$ cat src/rtl/aes128_round_sequencer.sv
// aes128_round_sequencer: runs one AES-128 block through an external combinational round datapath
// Ports: clk/reset (async, active-low); in_valid/in_ready/in_block/in_key accept plaintext and key;
//   key_out/key_round/key_req/key_ack/round_key talk to the key schedule; rnd_state/rnd_first/
//   rnd_last/rnd_result drive and collect the round datapath; out_valid/out_ready/out_block return
//   ciphertext. Define AES_SEQ_ABORT_EN to add an abort input that drops RUN/DONE back to IDLE.
module aes128_round_sequencer #(
  parameter int NR = 10,
  parameter int ROUND_W = 4
) (
  input  logic               clk,
  input  logic               reset,
`ifdef AES_SEQ_ABORT_EN
  input  logic               abort,
`endif
  input  logic               in_valid,
  output logic               in_ready,
  input  logic [127:0]       in_block,
  input  logic [127:0]       in_key,
  output logic [127:0]       key_out,
  output logic [ROUND_W-1:0] key_round,
  output logic               key_req,
  input  logic               key_ack,
  input  logic [127:0]       round_key,
  output logic [127:0]       rnd_state,
  output logic               rnd_first,
  output logic               rnd_last,
  input  logic [127:0]       rnd_result,
  output logic               out_valid,
  input  logic               out_ready,
  output logic [127:0]       out_block
);
  typedef enum logic [1:0] {IDLE, RUN, DONE} fsm_t;
  localparam logic [ROUND_W-1:0] LAST = ROUND_W'(NR);
  fsm_t fsm, nxt;
  logic [127:0] state_q, key_q;
  logic [ROUND_W-1:0] round_q, rnd_nxt;
  logic accept, step, handoff, abort_hit, unused;
  // round_key is consumed only by the datapath; it is listed here for a complete round interface
  assign unused = ^round_key;
  // handshakes qualify on registered flags, so in_ready/key_req/out_valid never depend on inputs
  assign accept = in_valid && in_ready;
  assign step = key_req && key_ack;
  assign handoff = out_valid && out_ready;
`ifdef AES_SEQ_ABORT_EN
  assign abort_hit = abort && fsm != IDLE;
`else
  assign abort_hit = 1'b0;
`endif
  assign key_out = key_q;
  assign key_round = round_q;
  assign rnd_state = state_q;
  assign out_block = state_q;
  always_comb begin
    nxt = fsm;
    rnd_nxt = round_q;
    if (abort_hit) begin
      nxt = IDLE;
      rnd_nxt = '0;
    end else if (accept) begin
      nxt = RUN;
      rnd_nxt = '0;
    end else if (step) begin
      nxt = round_q == LAST ? DONE : RUN;
      rnd_nxt = round_q == LAST ? round_q : round_q + ROUND_W'(1);
    end else if (handoff) begin
      nxt = IDLE;
    end
  end
  // status outputs are registered from the next state so they line up with the state they describe
  always_ff @(posedge clk or negedge reset) begin
    if (!reset) begin
      fsm <= IDLE;
      state_q <= '0;
      key_q <= '0;
      round_q <= '0;
      in_ready <= 1'b0;
      key_req <= 1'b0;
      out_valid <= 1'b0;
      rnd_first <= 1'b0;
      rnd_last <= 1'b0;
    end else begin
      fsm <= nxt;
      round_q <= rnd_nxt;
      state_q <= abort_hit ? '0 : accept ? in_block : step ? rnd_result : state_q;
      key_q <= accept ? in_key : key_q;
      in_ready <= nxt == IDLE;
      key_req <= nxt == RUN;
      out_valid <= nxt == DONE;
      rnd_first <= nxt == RUN && rnd_nxt == '0;
      rnd_last <= nxt == RUN && rnd_nxt == LAST;
    end
  end
endmodule

$ cat config.mk
export PLATFORM = sky130hd
export DESIGN_NAME = aes128_round_sequencer
export DESIGN_NICKNAME = d
export VERILOG_FILES = /design/src/rtl/aes128_round_sequencer.sv
export SDC_FILE = /design/constraint.sdc
export NUM_CORES = 1
export LEC_CHECK = 0
export CORE_AREA = 2 2 353 355
export CTS_CLUSTER_SIZE = 25
export DETAILED_ROUTE_END_ITERATION = 10
export DIE_AREA = 0 0 355 357
export GPL_TIMING_DRIVEN = 0
export SETUP_SLACK_MARGIN = 0.1
export SLEW_MARGIN = 20
export SYNTH_ARGS = -nofsm -noshare
export SYNTH_HDL_FRONTEND = slang
export SYNTH_SLANG_ARGS = --single-unit
$ cat constraint.sdc
create_clock -name clk -period 4.7 [get_ports clk]
set_input_delay 0.47 -clock clk [delete_from_list [all_inputs] [get_ports clk]]
set_output_delay 0.47 -clock clk [all_outputs]
set_load 0.005 [all_outputs]
* Word-level counts from Yosys, hierarchy flattened
Index checks and enable logic that the tools add are counted.
Storage, ports and cells: register bits after elaboration 267, latch bits 0, bits in writable memories 0, memory bits (read-only) 0, bits of input ports 517, output and inout port bits 393, word-level logic and storage cells 31, memories kept 0
Cells by class: add/subtract/negate cells 1, multiply operators 0, divide/modulo/power cells 0, magnitude comparators 0, equal/unequal tests 4, shift-type cells 0, mux-type cells 9, bitwise gates (word level) 0, reduce and logical (&&, ||, !) cells 8
Operators with widths (count):
- $mux 128 | 2
- $mux 4 | 3
- $eq 4x4->1 const B | 2
- $mux 2 | 4
- $logic_and 1x1->1 | 5
- $add 4x1->4 const B | 1
- $logic_not 4->1 | 1
- $eq 2x1->1 const B | 1
- $eq 2x2->1 const B | 1
- $logic_not 2->1 | 1
- $reduce_bool 2->1 | 1

* Depth between registers and ports, before layout
word-level depth 6, depth in mapped cells 6, mapped depth without buffers 6

* Least setup slack after synthesis
No wires, ideal clock.
path type reg2reg, from register round_q[0] (netlist: key_round[0]), to register rnd_first, setup time 0.087 ns, data arrival time 1.521 ns, data required time 4.613 ns, path slack 3.092 ns, cell stages (with the launch flop) 7, buffers on the path 0, clock period less this slack 1.608 ns, path through dfrtp_1 > inv_1 > ha_1 > a211o_1 > a211oi_2 > o32ai_2 > a211oi_2
Between the ends: longest elaborated chain between the ends 6, elaborated cells between the ends (all ways) 11, classes of those cells 1 x add/sub; 2 x eq/ne; 6 x mux; 2 x reduce/logical
Ends and longest elaborated chain:
- from (decl) | RTL line 36 | logic [ROUND_W-1:0] round_q, rnd_nxt;
- from (signal assigned) | RTL line 83 | round_q <= rnd_nxt;
- $add 4x1->4 / $eq 4x4->1 (equally long branches) | RTL line 64, 63
- $mux 4 / $mux 2 (equally long branches) | RTL line 64, 63
- $mux 4 / $mux 2 (equally long branches) | RTL line 62 | end else if (step) begin
- $mux 4 / $mux 2 (equally long branches) | RTL line 59 | end else if (accept) begin
- $logic_not 4->1 / $eq 2x1->1 (equally long branches) | RTL line 89 | rnd_first <= nxt == RUN && rnd_nxt == '0;
- $logic_and 1x1->1 * | RTL line 89
- to (signal assigned) | RTL line 79 | rnd_first <= 1'b0;
- to (signal assigned) | RTL line 89
- to (decl) | RTL line 25 | output logic rnd_first,
Mark *: on every way between the ends. The rest lies on a longest branch, timed or not. A chain may end at the register's enable or synchronous reset.

* Worst setup path in the final report
from register in_ready, to register state_q[1] (netlist: out_block[1])
Between the ends: longest elaborated chain between the ends 2, elaborated cells between the ends (all ways) 3, classes of those cells 1 x mux; 2 x reduce/logical
Ends and longest elaborated chain:
- from (decl) | RTL line 16 | output logic in_ready,
- from (signal assigned) | RTL line 76 | in_ready <= 1'b0;
- from (signal assigned) | RTL line 86 | in_ready <= nxt == IDLE;
- $logic_and 1x1->1 * | RTL line 41 | assign accept = in_valid && in_ready;
- $mux 128 / $reduce_bool 2->1 (equally long branches)
- to (signal assigned) | RTL line 84 | state_q <= abort_hit ? '0 : accept ? in_block : step ? rnd_result : state_q;
- to (decl) | RTL line 35 | logic [127:0] state_q, key_q;
Marked as above.

==> flow_summary.ini <==
[die]
core_region_area_um2 = 123000
placementRows = 129
die_area_um2 = 126700
fp.dieW_um = 355
die_y_um = 357
initial_utilization_pct = 9.795
ios = 910

[place]
place_area_um2 = 22000
dp.cells = 3837
io_buffers = 781
gp_congestion = 1.021
dp_hpwl_um = 77850

[route]
num_vias = 13410
first_iter_violations = 822
final_antenna_net_count = 0
viasPerCell = 3.428
drc = 0
first_pass_iters = 5
wirelength_um = 92770
wl_per_cell_um = 23.71

[cells_and_area]
post-route-util_pct = 18.96
design_area_um2 = 23320
nets = 2760
drive_above_1_share_pct = 10.85
n_fill_cell = 13710
fin_cells = 3913
area_growth_pct = 93.57

[setup_path]
crit_fanout = 11
r2r_slack_ps = 2110
worstPathRequired_ps = 5100
reg2reg_from = in_ready
startpoint_type = flop
r2r_end = out_block[1]
cp-end-kind = flop
critPathArrivalTime_ps = 2990
r2r_cells = 4
crit_type = reg2reg

[synth]
synth.avg_cell_area_um2 = 8.507
syn_nets = 1935
synth_cell_types = 31
syn_inst = 1416
yosysWarningCount = 0
ys_seq_elements = 267
yosysSeqAreaShare_pct = 55.46
synth_area_um2 = 12050

[global_routing]
grt_pass1_vias = 13520
grt_max_degree = 91
grt_use_total_pct = 14.03
antenna_found_initial = 28
overflow = 0
grt_pass1_wl_um = 120900

[sta]
worstMarginPinSlew_ps = 917.0
period_share_pct = 55.07
slew_viol_final = 0
hold_viol = 0
rsz0062_at_grt = no
skew_ps = 22.37
tns_ps = 0
finalCriticalPeriod_ps = 2588
setup_violations = 0
slew_headroom_pct = 38.87
max_freq_ghz = 0.3863

[power]
vdd_ir_drop_max_uv = 333.5
power_density_nw_per_um2 = 671.6
leakage_nw = 10.03
finalPower_mw = 15.66

[clock_tree]
clkSlewWorstSetupHoldPaths_ps = 60
clockRootBuffer = clkbuf_16
cts.sinks = 267
htree_levels = 2
cts_max_path_buffers = 3
clock_latency_ps = 580
cts_tree = done
cts_buffers = 38

[run]
drv_cap = 0

[worst_hold_path]
hold_class = in2async

[run_status]
status = complete, no violations
## metal layers
layer  GRT usage [%]  wire, µm
met5               0       132
met3           5.679      9385
met1           16.51     36780
met2           23.17     43470
met4           4.585      3000
## layout make-up
cell class	count	area (µm²)	area share, %
repair buffers	785	7915	33.94
multi-input cells	934	3981	17.07
well taps	1637	2048	8.784
flip-flops and latches	267	6681	28.65
clock buffers	57	1126	4.829
diodes	8	20.02	0.08585
plain buffers	214	1383	5.929
clock inverters	10	160.2	0.6868
inverters	1	3.754	0.01610
## state kept, by name, summed over array words and instances, names as in the netlist
register / cells
key_round: 4
rnd_last: 1
out_valid: 1
out_block: 128
rnd_first: 1
in_ready: 1
fsm: 2
key_out: 128
key_req: 1
## report_power, final
part | leakage [nW] | switching [mW] | total [mW] | internal (mW)
registers | 3.26 | 1.17 | 4.59 | 3.42
clock network | 0.625 | 1.24 | 3.11 | 1.87
logic | 6.15 | 3.50 | 7.95 | 4.45
total | 10.0 | 5.91 | 15.7 | 9.75
## metrics by stage
| stage | worst slack, ps | hold slack (ps) |
|---|---|---|
| floorplan | 3092 | 174.4 |
| global placement | -10200 | 458.1 |
| detailed placement | 1431 | 399.0 |
| CTS | 1781 | 339.4 |
| global route | 1804 | 379.0 |
| finish | 2112 | 400.4 |
## critical path: stages (launching register included)
cell,delay (ps)
dfrtp_1,480
nand2_2,460
buf_2,610
buf_2,660
a31oi_1,160
## Yosys cell counts, drive strengths merged
master  number  share of area [%]
a211oi       4               0.42
and4b        1              0.083
o21ai        3               0.22
xor2         2               0.15
a22oi        1              0.062
clkbuf      28               0.87
nor3         1              0.042
and2         2               0.10
a21oi        2              0.083
buf        186                 11
or2          1              0.052
inv          1              0.031
ha           2               0.21
and3b        1               0.10
nor3b        1               0.10
o32ai        1               0.14
nand4        1              0.052
dfrtp      267                 55
nand2      646                 20
or3          1              0.052
a31oi      128                6.6
and3         1              0.052
xnor2        1              0.073
a21o         1              0.062
nor2       132                4.1
a211o        1              0.073
## worst max path at each step
stage	startpoint	to	slack, ps
6_report	in_ready	out_block[1]	2110
5_1_grt	in_ready	key_out[100]	1800
4_1_cts	in_ready	key_out[96]	1780
3_5_place_dp	in_valid	key_out[92]	1430
3_3_place_gp	reset	key_out[106]	-10200
2_1_floorplan	key_round[0]	rnd_first	3090
## layout by cell type (no fill, tap or decap), types with 2 or more instances in the layout
cell / instances
clkbuf_8: 4
clkinv_2: 3
o21ai_0: 2
buf_2: 32
dfrtp_1: 267
clkbuf_16: 41
ha_1: 2
nand2_2: 2
nand2_1: 644
nor2_1: 132
and2_1: 2
clkbuf_2: 2
clkinv_4: 2
clkdlybuf4s50_1: 780
buf_1: 12
buf_4: 141
bufinv_16: 4
diode_2: 8
xor2_1: 2
a21oi_1: 2
a211oi_2: 4
clkbuf_1: 38
buf_16: 3
a31oi_1: 128
## what timing repair did
item	4_1_cts	5_1_grt
endpoints found under the hold margin	33	0
resized for setup	0	0
setup buffers	0	0
endpoints found under the setup margin	0	0
hold buffers	1	0
## logic make-up (layout without fill, tap and decap cells)
logic type | after synthesis | count (layout) | synth area share, %
simple gates | 788 | 788 | 24.93
flops | 267 | 267 | 55.46
buf+inv | 215 | 1067 | 11.49
compound gates | 141 | 141 | 7.696
fa+ha+maj | 2 | 2 | 0.2077
other cells | 0 | 8 | 0
xor+xnor | 3 | 3 | 0.2182
Note: power is estimated with default switching activity, not from simulation.
